**src/rtl/aes_spi_pkg.sv**
```systemverilog
// Shared definitions for the AES SPI host-side loader and the master-side code.
package aes_spi_pkg;

  localparam int BLOCK_W         = 128;
  localparam int WORD_W          = 32;
  localparam int WORDS_PER_BLOCK = BLOCK_W / WORD_W;
  localparam int DEFAULT_TIMEOUT = 1024;

  typedef enum logic [1:0] {
    COLLECT,
    KICK,
    WAIT,
    DRAIN
  } loader_state_e;

endpackage

```
**src/rtl/aes_word_unpacker.sv**
```systemverilog
// Holds a 128-bit result and presents it as four 32-bit words, MSW first.
module aes_word_unpacker
  import aes_spi_pkg::*;
(
  input  logic               clk,
  input  logic               rst_n,
  input  logic               load,
  input  logic [BLOCK_W-1:0] load_data,
  input  logic               shift,
  output logic [WORD_W-1:0]  word,
  output logic               last
);

  logic [BLOCK_W-1:0] shreg_q, shreg_d;
  logic [1:0]         cnt_q, cnt_d;

  always_comb begin
    shreg_d = shreg_q;
    cnt_d   = cnt_q;
    if (load) begin
      shreg_d = load_data;
      cnt_d   = 2'd0;
    end else if (shift) begin
      shreg_d = {shreg_q[BLOCK_W-WORD_W-1:0], {WORD_W{1'b0}}};
      cnt_d   = cnt_q + 2'd1;
    end
  end

  always_ff @(posedge clk or negedge rst_n) begin
    if (!rst_n) begin
      shreg_q <= '0;
      cnt_q   <= 2'd0;
    end else begin
      shreg_q <= shreg_d;
      cnt_q   <= cnt_d;
    end
  end

  assign word = shreg_q[BLOCK_W-1 -: WORD_W];
  assign last = (cnt_q == 2'd3);

endmodule

```
**src/rtl/aes_spi_host_loader.sv**
```systemverilog
// Host-side front end for the AES SPI master: packs block+key from a word stream,
// runs one master transaction and streams the 128-bit result back out.
module aes_spi_host_loader
  import aes_spi_pkg::*;
#(
  parameter int Nk      = 4,
  parameter int TIMEOUT = DEFAULT_TIMEOUT
) (
  input  logic                 clk,
  input  logic                 rst_n,
  input  logic                 in_valid,
  output logic                 in_ready,
  input  logic [WORD_W-1:0]    in_word,
  input  logic                 in_decrypt,
  output logic                 m_rst,
  output logic                 m_sel_enc,
  output logic                 m_sel_dec,
  output logic [BLOCK_W-1:0]   m_data,
  output logic [Nk*WORD_W-1:0] m_key,
  input  logic                 m_done,
  input  logic [BLOCK_W-1:0]   m_result,
  output logic                 out_valid,
  input  logic                 out_ready,
  output logic [WORD_W-1:0]    out_word,
  output logic                 busy,
  output logic                 err_timeout
);

  localparam int KEY_W = Nk * WORD_W;
  localparam int CNT_W = $clog2(WORDS_PER_BLOCK + Nk);
  localparam int TMR_W = $clog2(TIMEOUT);
  localparam logic [CNT_W-1:0] LAST_CNT = CNT_W'(WORDS_PER_BLOCK - 1 + Nk);
  localparam logic [TMR_W-1:0] TMR_LAST = TMR_W'(TIMEOUT - 1);

  loader_state_e      state_q, state_d;
  logic [CNT_W-1:0]   cnt_q, cnt_d;
  logic [TMR_W-1:0]   timer_q, timer_d;
  logic               mode_q, mode_d;
  logic [BLOCK_W-1:0] m_data_q, m_data_d;
  logic [KEY_W-1:0]   m_key_q, m_key_d;
  logic               m_rst_q, m_rst_d;
  logic               sel_enc_q, sel_enc_d;
  logic               sel_dec_q, sel_dec_d;
  logic               in_ready_q, in_ready_d;
  logic               out_valid_q, out_valid_d;
  logic               busy_q, busy_d;
  logic               err_q, err_d;
  logic               res_load, res_shift, res_last;

  always_comb begin
    state_d     = state_q;
    cnt_d       = cnt_q;
    timer_d     = timer_q;
    mode_d      = mode_q;
    m_data_d    = m_data_q;
    m_key_d     = m_key_q;
    m_rst_d     = m_rst_q;
    sel_enc_d   = sel_enc_q;
    sel_dec_d   = sel_dec_q;
    in_ready_d  = in_ready_q;
    out_valid_d = out_valid_q;
    err_d       = 1'b0;
    res_load    = 1'b0;
    res_shift   = 1'b0;

    case (state_q)
      COLLECT: begin
        in_ready_d = 1'b1;
        m_rst_d    = 1'b0;
        if (in_valid && in_ready_q) begin
          for (int i = 0; i < WORDS_PER_BLOCK; i++) begin
            if (cnt_q == CNT_W'(i)) m_data_d[BLOCK_W-1-WORD_W*i -: WORD_W] = in_word;
          end
          for (int i = 0; i < Nk; i++) begin
            if (cnt_q == CNT_W'(WORDS_PER_BLOCK + i)) m_key_d[KEY_W-1-WORD_W*i -: WORD_W] = in_word;
          end
          if (cnt_q == '0) mode_d = in_decrypt;
          if (cnt_q == LAST_CNT) begin
            // Selects go out together with the reset pulse; the master samples them while in reset.
            cnt_d      = '0;
            in_ready_d = 1'b0;
            m_rst_d    = 1'b1;
            sel_enc_d  = mode_q;
            sel_dec_d  = ~mode_q;
            timer_d    = '0;
            state_d    = KICK;
          end else begin
            cnt_d = cnt_q + CNT_W'(1);
          end
        end
      end

      KICK: begin
        m_rst_d = 1'b0;
        timer_d = '0;
        state_d = WAIT;
      end

      WAIT: begin
        timer_d = timer_q + TMR_W'(1);
        // Done may still be left over from the previous run during the first WAIT cycle.
        if (m_done && (timer_q != '0)) begin
          res_load    = 1'b1;
          out_valid_d = 1'b1;
          state_d     = DRAIN;
        end else if (timer_d == TMR_LAST) begin
          err_d      = 1'b1;
          sel_enc_d  = 1'b1;
          sel_dec_d  = 1'b1;
          cnt_d      = '0;
          in_ready_d = 1'b1;
          state_d    = COLLECT;
        end
      end

      DRAIN: begin
        if (out_ready && out_valid_q) begin
          res_shift = 1'b1;
          if (res_last) begin
            out_valid_d = 1'b0;
            sel_enc_d   = 1'b1;
            sel_dec_d   = 1'b1;
            cnt_d       = '0;
            in_ready_d  = 1'b1;
            state_d     = COLLECT;
          end
        end
      end

      default: state_d = COLLECT;
    endcase

    busy_d = (state_d != COLLECT);
  end

  always_ff @(posedge clk or negedge rst_n) begin
    if (!rst_n) begin
      state_q     <= COLLECT;
      cnt_q       <= '0;
      timer_q     <= '0;
      mode_q      <= 1'b0;
      m_data_q    <= '0;
      m_key_q     <= '0;
      m_rst_q     <= 1'b1;
      sel_enc_q   <= 1'b1;
      sel_dec_q   <= 1'b1;
      in_ready_q  <= 1'b0;
      out_valid_q <= 1'b0;
      busy_q      <= 1'b0;
      err_q       <= 1'b0;
    end else begin
      state_q     <= state_d;
      cnt_q       <= cnt_d;
      timer_q     <= timer_d;
      mode_q      <= mode_d;
      m_data_q    <= m_data_d;
      m_key_q     <= m_key_d;
      m_rst_q     <= m_rst_d;
      sel_enc_q   <= sel_enc_d;
      sel_dec_q   <= sel_dec_d;
      in_ready_q  <= in_ready_d;
      out_valid_q <= out_valid_d;
      busy_q      <= busy_d;
      err_q       <= err_d;
    end
  end

  aes_word_unpacker u_unpacker (
    .clk       (clk),
    .rst_n     (rst_n),
    .load      (res_load),
    .load_data (m_result),
    .shift     (res_shift),
    .word      (out_word),
    .last      (res_last)
  );

  assign in_ready    = in_ready_q;
  assign m_rst       = m_rst_q;
  assign m_sel_enc   = sel_enc_q;
  assign m_sel_dec   = sel_dec_q;
  assign m_data      = m_data_q;
  assign m_key       = m_key_q;
  assign out_valid   = out_valid_q;
  assign busy        = busy_q;
  assign err_timeout = err_q;

endmodule
```
**config.mk**
```make
export PLATFORM = sky130hd
export DESIGN_NAME = aes_spi_host_loader
export DESIGN_NICKNAME = d
export VERILOG_FILES = /design/src/rtl/aes_spi_pkg.sv /design/src/rtl/aes_word_unpacker.sv /design/src/rtl/aes_spi_host_loader.sv
export SDC_FILE = /design/constraint.sdc
export NUM_CORES = 1
export LEC_CHECK = 0
export BUFFER_PORTS_ARGS = -buffer_cell sky130_fd_sc_hd__buf_2
export CAP_MARGIN = 30
export CELL_PAD_IN_SITES_DETAIL_PLACEMENT = 1
export CELL_PAD_IN_SITES_GLOBAL_PLACEMENT = 1
export CORE_MARGIN = 4
export CORE_UTILIZATION = 45
export DETAILED_ROUTE_END_ITERATION = 16
export PLACE_DENSITY_LB_ADDON = 0.1
export SYNTH_ARGS = -nofsm -noshare
export SYNTH_HDL_FRONTEND = slang
export SYNTH_SLANG_ARGS = --single-unit
```
**constraint.sdc**
```tcl
create_clock -name clk -period 3.5 [get_ports clk]
set_input_delay 0.7 -clock clk [delete_from_list [all_inputs] [get_ports clk]]
set_output_delay 0.7 -clock clk [all_outputs]
set_load 0.01 [all_outputs]
```
After elaboration in Yosys (flattened, before gate mapping)
Index checks and enable logic that the tools add are counted.
- add/sub/neg operators: 3
- eq/ne operators: 19
- bitwise operators: 1
- mux-type cells: 48
- reduce and logical (&&, ||, !) cells: 25
- operators with widths (operator ; number):
    $mux W128 ; 2
    $pmux W10 S3 ; 1
    $reduce_and A3 Y1 ; 9
    $mux W1 ; 22
    $mux W10 ; 2
    $mux W3 ; 6
    $mux W2 ; 8
    $ne A2 B2 Y1 const B ; 7
    $eq A3 B3 Y1 const B ; 4
    $add A10 B1 Y10 const B ; 1
    $eq A10 B10 Y1 const B ; 1
    $reduce_bool A10 Y1 ; 1
    $pmux W1 S3 ; 3
    $pmux W3 S3 ; 1
    $pmux W2 S4 ; 1
    $reduce_bool A2 Y1 ; 4
    $reduce_and A7 Y1 ; 1
    $eq A2 B2 Y1 const B ; 3
    $eq A3 B2 Y1 const B ; 2
    $reduce_and A6 Y1 ; 1
    $reduce_bool A3 Y1 ; 2
    $reduce_and A5 Y1 ; 1
    $pmux W1 S2 ; 2
    $reduce_and A4 Y1 ; 1
    other kinds (8) ; 10
- flip-flop bits (word level): 409
- input bits: 166
- output and inout bits: 295

Longest topological paths before layout
Gate-level depths: netlist of run 1.
- depth in word-level cells: 6
- depth in mapped cells: 10

Modules after synthesis
From an unflattened synthesis of run 1, not the netlist that was laid out.
- cells, all modules: 1304
- area, all modules: 17095.1 um^2
- modules (own cells, without submodules) (module ; area each (um^2) ; seq. area each (um^2) ; cells an instance ; times used):
    aes_spi_host_loader ; 10981.8 ; 6985.4 ; 709 ; 1
    aes_word_unpacker ; 6113.4 ; 3253.1 ; 595 ; 1

Least setup slack after synthesis of run 1
No wires, ideal clock.
- kind: reg-to-reg
- from: register state_q[0]
- to: register m_data_q[100] (netlist: m_data[100])
- path buffers: 1
- setup time: 0.125 ns
- setup slack: 1.493 ns
- cell stages (with the launch flop): 8
- arrival time: 1.882 ns
- cell sequence: dfrtp_1 inv_1 ha_1 and3_1 and2_1 nand2_1 buf_2 mux2_2
- word-level cells in the longest chain between the ends: 2
- ends and longest elaborated chain (what ; RTL line ; text):
    start: declaration ; aes_spi_host_loader.sv:35 ; loader_state_e state_q, state_d;
    start signal: assignment ; aes_spi_host_loader.sv:152 ; state_q <= state_d;
    $logic_not A2 Y1 ; aes_spi_host_loader.sv:66 ; case (state_q)
    $reduce_and A3 Y1 (no line) ; -- ;
    end signal: assignment ; aes_spi_host_loader.sv:156 ; m_data_q <= m_data_d;
    end: declaration ; aes_spi_host_loader.sv:39 ; logic [BLOCK_W-1:0] m_data_q, m_data_d;
No other way between the ends.
A chain may end at the register's enable or synchronous reset.

Worst setup path in the final report of run 1
- from: register state_q[0]
- to: register m_data_q[74] (netlist: m_data[74])
Same word-level chain as after synthesis.

==> results of run 1 <==
-- kinds of logic (layout without fill, tap and decap cells) --
family / after synthesis / in the layout / synth area share (%)
multiplexers: 356 / 356 / 22.9
adder cells (fa/ha/maj): 15 / 15 / 1.11
buffers and inverters: 118 / 579 / 3.80
other: 0 / 1 / 0
XOR/XNOR: 4 / 4 / 0.206
flip-flops: 409 / 409 / 60.3
AO/OA/AOI/OAI: 181 / 181 / 6.07
AND/OR/NAND/NOR: 224 / 224 / 5.62
-- final cells by class --
cell class              count  area [um^2]
diodes                      1         2.50
clock buffers              70         1360
clock inverters            12         92.6
fillers                  3889        15800
inverters                  10         37.5
multi-input cells         780         6140
flip-flops and latches    409        10200
well taps                 504          631
repair buffers            487         2600
-- power groups by stage --
stage	clock network, mW	logic (mW)	registers [mW]
2_1_floorplan	0	3.48	8.57
3_3_place_gp	0	6.78	8.00
3_5_place_dp	0	6.98	8.12
4_1_cts	4.78	7.05	8.10
5_1_grt	4.97	7.60	8.35
6_report	4.64	6.93	8.09
-- cells in the final DEF (no fill, tap or decap), drive strengths merged, types with 2 or more instances in the layout --
cell	count
dfrtp	406
a22o	7
nor4b	2
mux2	257
dfstp	3
a31o	2
o21ai	141
or2	2
nand2	179
o31a	2
o22ai	2
xnor2	3
a2111oi	2
mux2i	99
nor2	8
nand3	10
a211oi	3
nor4	3
nor3	5
a21boi	2
and3	3
nand2b	3
nand4	3
or3	4
clkinv	9
inv	12
ha	15
clkbuf	70
o31ai	3
a21oi	8
buf	487
a31oi	3
-- worst max-delay path by stage --
stage	start	end
6_report	state_q[0]	m_data[74]
5_1_grt	state_q[0]	m_data[124]
4_1_cts	state_q[0]	m_data[64]
3_5_place_dp	state_q[0]	m_data[103]
3_3_place_gp	state_q[0]	m_data[69]
2_1_floorplan	state_q[0]	m_data[100]
-- cells in the mapped netlist, drive strengths merged, types with 2 or more instances --
library cell	number	area (um^2)
and3	3	18.8
nand3	10	50.1
o31ai	3	22.5
nor3	5	25.0
clkbuf	20	75.1
or2	2	12.5
nand4	3	33.8
or3	4	25.0
dfrtp	406	10200
mux2	257	2890
a31o	2	17.5
inv	10	37.5
a22o	7	61.3
a211oi	3	22.5
a2111oi	2	23.8
ha	15	188
mux2i	99	991
buf	88	532
dfstp	3	78.8
o22ai	2	12.5
a21boi	2	26.3
o31a	2	17.5
nand2	179	672
o21ai	141	706
nor4	3	18.8
a31oi	3	25.0
nor4b	2	32.5
nand2b	3	18.8
a21oi	8	40.0
nor2	8	30.0
xnor2	3	26.3
-- flip-flops by register name (all words and copies together), names as in the netlist --
register	flops
busy	1
err_timeout	1
state_q	2
m_key	128
timer_q	10
m_sel_enc	1
u_unpacker.shreg_q	128
m_data	128
m_rst	1
u_unpacker.cnt_q	2
mode_q	1
m_sel_dec	1
out_valid	1
in_ready	1
cnt_q	3
-- through the flow --
stage	hold WS, ps	instance area, um^2
floorplan	404	17000
global placement	472	19600
detailed placement	483	19600
CTS	160	21100
global route	186	21100
finish	154	21100
-- metal layers --
layer | vias up | GRT usage, % | wire (um)
met5 | - | 0 | 13
met4 | 2 | 8.27 | 1540
met3 | 73 | 8.68 | 4210
met2 | 368 | 40.8 | 24400
met1 | 6037 | 30.3 | 20800
li1 | 5376 | - | -
==> run summary, run 1 <==
status - completed
Synth cell types - 48
Crit path depth - 7
total track usage - 24.7%
number of port buffers - 460
Reg-to-Reg Start - state_q[0]
CP startpoint kind - flop
total gr overflow - 0
Critical R2R Capture - m_data[74]
Via-to-Cell Ratio - 5.22
Routability Congestion - 0.801
Internal Pwr Total - 12.8 mW
DPL Wire Length - 35500 um
CP Data Required Time - 3950 ps
first-pass GRT wire length - 79500 um
Resized Gates After CTS - 0
WL final - 51000 um
Crit. End Element - flop
mapped cell area - 17000 um^2
initial antenna violation count - 2
critical setup path kind - reg2reg
Design Power - 19.7 mW
Site Rows - 70
crit path max fanout - 19
Max Cap Viol - 0
FMAX - 359 MHz
CP max stage delay - 480 ps
CORE AREA - 36900 um^2
final setup margin - 711 ps
IO Pins - 461
Final Skew - 22.4 ps
YS warnings - 0
clock sink count - 409
fin crit share - 79.7%
family with the most delay on the worst path - simple AND/OR/NAND/NOR gates
vias in the first global route - 13200
Hold WC Path Type - in2async
Finished Core Util - 57.2%
largest net degree at the start of global routing - 133
flops & latches, synth - 409
Post-CTS Setup Repair Bufs - 0
Clk pwr share - 23.6%
number of max-slew violations in the final report - 0
P_leak - 10.9 nW
die width - 202 um
CP bufs+invs - 2
number of synthesized flops with an enable pin - 0
Hold Violations, Final - 0
Clock Latency Late Sink - 570 ps
root buffer cell - clkbuf_16
ANT nets after route - 0
Placed Cells - 2190
H-tree levels - 2
CTS Hold Buffers Added - 0
Critical Path, Cell by Cell - inv_1, ha_1, and3_1, and2_1, nand2_2, buf_4, mux2_2
VDD IR-drop max - 0.640 mV
RSZ-0062 raised after global routing - false
CTS tree - done
reg2reg path depth - 7
Mean Syn Cell Area - 13.0 um^2
via count - 11900
total CTS buffers - 44
die area - 40900 um^2
initial core utilization - 46.0%
Power Density - 932 nW/um^2
Final nets - 1913
Post-Layout Cell Count - 2273
worst relative slew slack - 47.6%
r2r setup slk - 710 ps
CTS Buffer Depth - 3
dpl ws - 703 ps
ys flop type - dfrtp_1
Worst-Margin Slew - 779 ps
clock-pin slew on the worst setup and hold paths - 60 ps
Sw Ratio - 35.1%
Logic pwr share - 35.2%
die height - 202 um
Routed wire per std cell - 22.4 um
starting DRC count in detailed routing - 548
Reg power frac - 41.1%
Synth Net Count - 1488
slowest CP cell - dfrtp_1
Worst Path Arrival - 3230 ps
sw power - 6.91 mW
sequential share of the synthesized area - 60.3%
Area growth, synth to finish - 24.3%
fin crit period - 2790 ps
layout cells sized above 1 - 47.3%
Post-Synthesis Cells - 1307
residual DRC count - 0
DR pass1 iterations - 4
Final setup viols - 0
Async S/R FF share, synth - 100%
Sum Neg Setup Slack - 0 ps
Note: power is estimated with default switching activity, not from simulation.
==> inputs of run 2 (changes only) <==
Settings changed: ABC_AREA set to 1, CORE_UTILIZATION 45 to 39.
Clock period 3.5 ns to 2.68 ns, I/O delays scaled along.
==> run 2 against run 1 <==
  * Final area shrank 1.2%
  * Largest power group unchanged
  * Global-route usage shrank 0.74 points
  * Clock power grew 30%
  * Flip-flop and latch count is the same
  * Fmax grew 16%
  * Via count grew 16%
  * Wire length grew 8.4%
==> run summary, run 2 <==
status - completed (unchanged)
Synth cell types - 36 (was 48)
synth cell count leaders - dfrtp_1, nand2_1, o21ai_0 (was dfrtp_1, mux2_2, nand2_1)
register area - 10200 um^2 (unchanged)
Via-to-Cell Ratio - 5.10 (was 5.22)
Routed wire per std cell - 20.5 um (was 22.4 um)
multi-input combinational cell area - 5200 um^2 (was 6140 um^2)
Clock Latency Late Sink - 580 ps (was 570 ps)
RSZ-0062 raised after global routing - false (unchanged)
IO Pins - 461 (unchanged)
FMAX - 416 MHz (was 359 MHz)
flops & latches, synth - 409 (unchanged)
Critical Path End - u_unpacker.shreg_q[74] (was m_data[74])
ys flop type - dfrtp_1 (unchanged)
clock-pin slew on the worst setup and hold paths - 60 ps (about the same)
fin crit share - 89.8% (was 79.7%)
Reg-to-Reg Start - timer_q[0] (was state_q[0])
number of max-slew violations in the final report - 0 (unchanged)
P_leak - 11.0 nW (was 10.9 nW)
CORE AREA - 42000 um^2 (was 36900 um^2)
number of port buffers - 460 (unchanged)
WL final - 55300 um (was 51000 um)
crit path max fanout - 63 (was 19)
top cell type's share of synthesized area - 61.1% (was 59.9%)
total gr overflow - 0 (unchanged)
Resized Gates After CTS - 0 (unchanged)
root buffer cell - clkbuf_16 (unchanged)
vias in the first global route - 14800 (was 13200)
Final nets - 2303 (was 1913)
H-tree levels - 2 (unchanged)
Async S/R FF share, synth - 100% (unchanged)
Post-DP Area - 19400 um^2 (was 19600 um^2)
Final Skew - 14.5 ps (was 22.4 ps)
Routability Congestion - 0.791 (was 0.801)
CP Data Required Time - 3080 ps (was 3950 ps)
layout cells sized above 1 - 28.7% (was 47.3%)
reg2reg path depth - 9 (was 7)
Crit. End Element - flop (unchanged)
Mean Syn Cell Area - 9.72 um^2 (was 13.0 um^2)
Placed Cells - 2613 (was 2190)
Critical R2R Capture - u_unpacker.shreg_q[74] (was m_data[74])
Hold WC Path Type - in2reg (was in2async)
commonest non-fill, non-tap cell in the layout - buf_2 (unchanged)
initial core utilization - 39.6% (was 46.0%)
Post-Synthesis Cells - 1711 (was 1307)
Max Cap Viol - 0 (unchanged)
Post-Layout Cell Count - 2690 (was 2273)
starting DRC count in detailed routing - 886 (was 548)
Synth Net Count - 1892 (was 1488)
clock sink count - 409 (unchanged)
Post-CTS Setup Repair Bufs - 0 (unchanged)
CTS Buffer Depth - 3 (unchanged)
residual DRC count - 0 (unchanged)
commonest non-fill, non-tap cells in the layout - buf_2, dfrtp_1, nand2_1 (was buf_2, dfrtp_1, mux2_2)
Hold Violations, Final - 0 (unchanged)
dpl ws - 274 ps (was 703 ps)
CTS tree - done (unchanged)
Design Area, Final - 20800 um^2 (was 21100 um^2)
YS warnings - 0 (unchanged)
mapped cell area - 16600 um^2 (was 17000 um^2)
total CTS buffers - 45 (was 44)
largest net degree at the start of global routing - 129 (was 133)
count leader, synth - dfrtp_1 (unchanged)
total track usage - 23.9% (was 24.7%)
die height - 215 um (was 202 um)
CTS Hold Buffers Added - 1 (was 0)
fill count - 4916 (was 3889)
Sum Neg Setup Slack - 0 ps (unchanged)
die width - 215 um (was 202 um)
Worst-Margin Slew - 910 ps (was 779 ps)
final setup margin - 274 ps (was 711 ps)
first-pass GRT wire length - 87600 um (was 79500 um)
CP Launch Point - timer_q[0] (was state_q[0])
r2r setup slk - 270 ps (was 710 ps)
Area growth, synth to finish - 25.3% (was 24.3%)
die area - 46000 um^2 (was 40900 um^2)
Final setup viols - 0 (unchanged)
initial antenna violation count - 6 (was 2)
DPL Wire Length - 39100 um (was 35500 um)
ANT nets after route - 0 (unchanged)
CP startpoint kind - flop (unchanged)
cell taking the most area after synthesis - dfrtp_1 (unchanged)
fin crit period - 2410 ps (was 2790 ps)
Worst Path Arrival - 2810 ps (was 3230 ps)
critical setup path kind - reg2reg (unchanged)
sequential share of the synthesized area - 61.5% (was 60.3%)
number of synthesized flops with an enable pin - 0 (unchanged)
synth top area cells - dfrtp_1, nand2_1, o21ai_0 (was dfrtp_1, mux2_2, mux2i_1)
DR pass1 iterations - 5 (was 4)
via count - 13700 (was 11900)
worst relative slew slack - 39.3% (was 47.6%)
VDD IR-drop max - 0.392 mV (was 0.640 mV)
Power Density - 604 nW/um^2 (was 932 nW/um^2)
Site Rows - 75 (was 70)
run 2: cell count changes after synthesis, moves of 69 or more:
cell	before	now
nor2_1	8	90
nand3_1	10	111
o21ai_0	141	210
mux2i_1	99	1
nand2_1	179	383
inv_1	10	130
mux2_2	257	0
run 2: metal layers:
layer  vias to the layer above  part of all wire [%]  GRT usage, %
met4                         8                   3.2          7.37
met2                       352                    48          40.1
met1                      6780                    42          30.1
li1                       6474                     -             -
met5                         -                 0.089             0
met3                        95                   6.7          7.04
run 2: worst min path at each step:
stage               depth (start not counted)          from  slack (ps)                     end
finish                                      3  m_result[31]         170  u_unpacker.shreg_q[31]
global route                                3  m_result[31]         160  u_unpacker.shreg_q[31]
CTS                                         3  m_result[31]         130  u_unpacker.shreg_q[31]
detailed placement                          2    m_data[50]         470              m_data[50]
global placement                            2    m_data[92]         460              m_data[92]
floorplan                                   0         rst_n         240                    busy
run 2: worst max-delay path: stages (launching register included):
cell	delay (ps)
dfrtp_1	400
inv_1	100
ha_1	200
nand3_1	90
nor3_1	50
nand2_1	140
nand3_4	180
nand2_2	140
buf_4	680
o211ai_1	190
run 2: cell type report:
type                       count  area share, %
antenna                        2         0.0240
clock buffer                  64           6.18
clock inverter                10          0.606
inverter                     136           2.49
multi-input combinational   1028           24.9
sequential                   409           49.1
tap                          539           3.24
timing repair buffer         502           13.4
run 2: logic make-up (layout without fill, tap and decap cells):
group           count (synthesis)  in the layout  share of synthesized area (%)
buf+inv                       274            712                           7.45
fa+ha+maj                      15             15                           1.13
flops                         409            409                           61.5
xor+xnor                        1              1                         0.0527
mux                             1              1                         0.0602
simple gates                  603            603                           14.9
compound gates                408            408                           14.9
other cells                     0              2                              0
run 2: power by group:
part	total (mW)	switching, mW	internal (mW)
combinational	0.379	0.259	0.120
sequential	6.18	0	6.18
clock	6.04	2.51	3.53
run 2: metrics by stage:
stage,hold slack (ps),power (mW),util (%)
2_1_floorplan,240,6.33,-
3_3_place_gp,461,6.68,46.2
3_5_place_dp,467,6.68,46.2
4_1_cts,131,12.8,49.6
5_1_grt,162,13.1,49.6
6_report,168,12.6,49.6
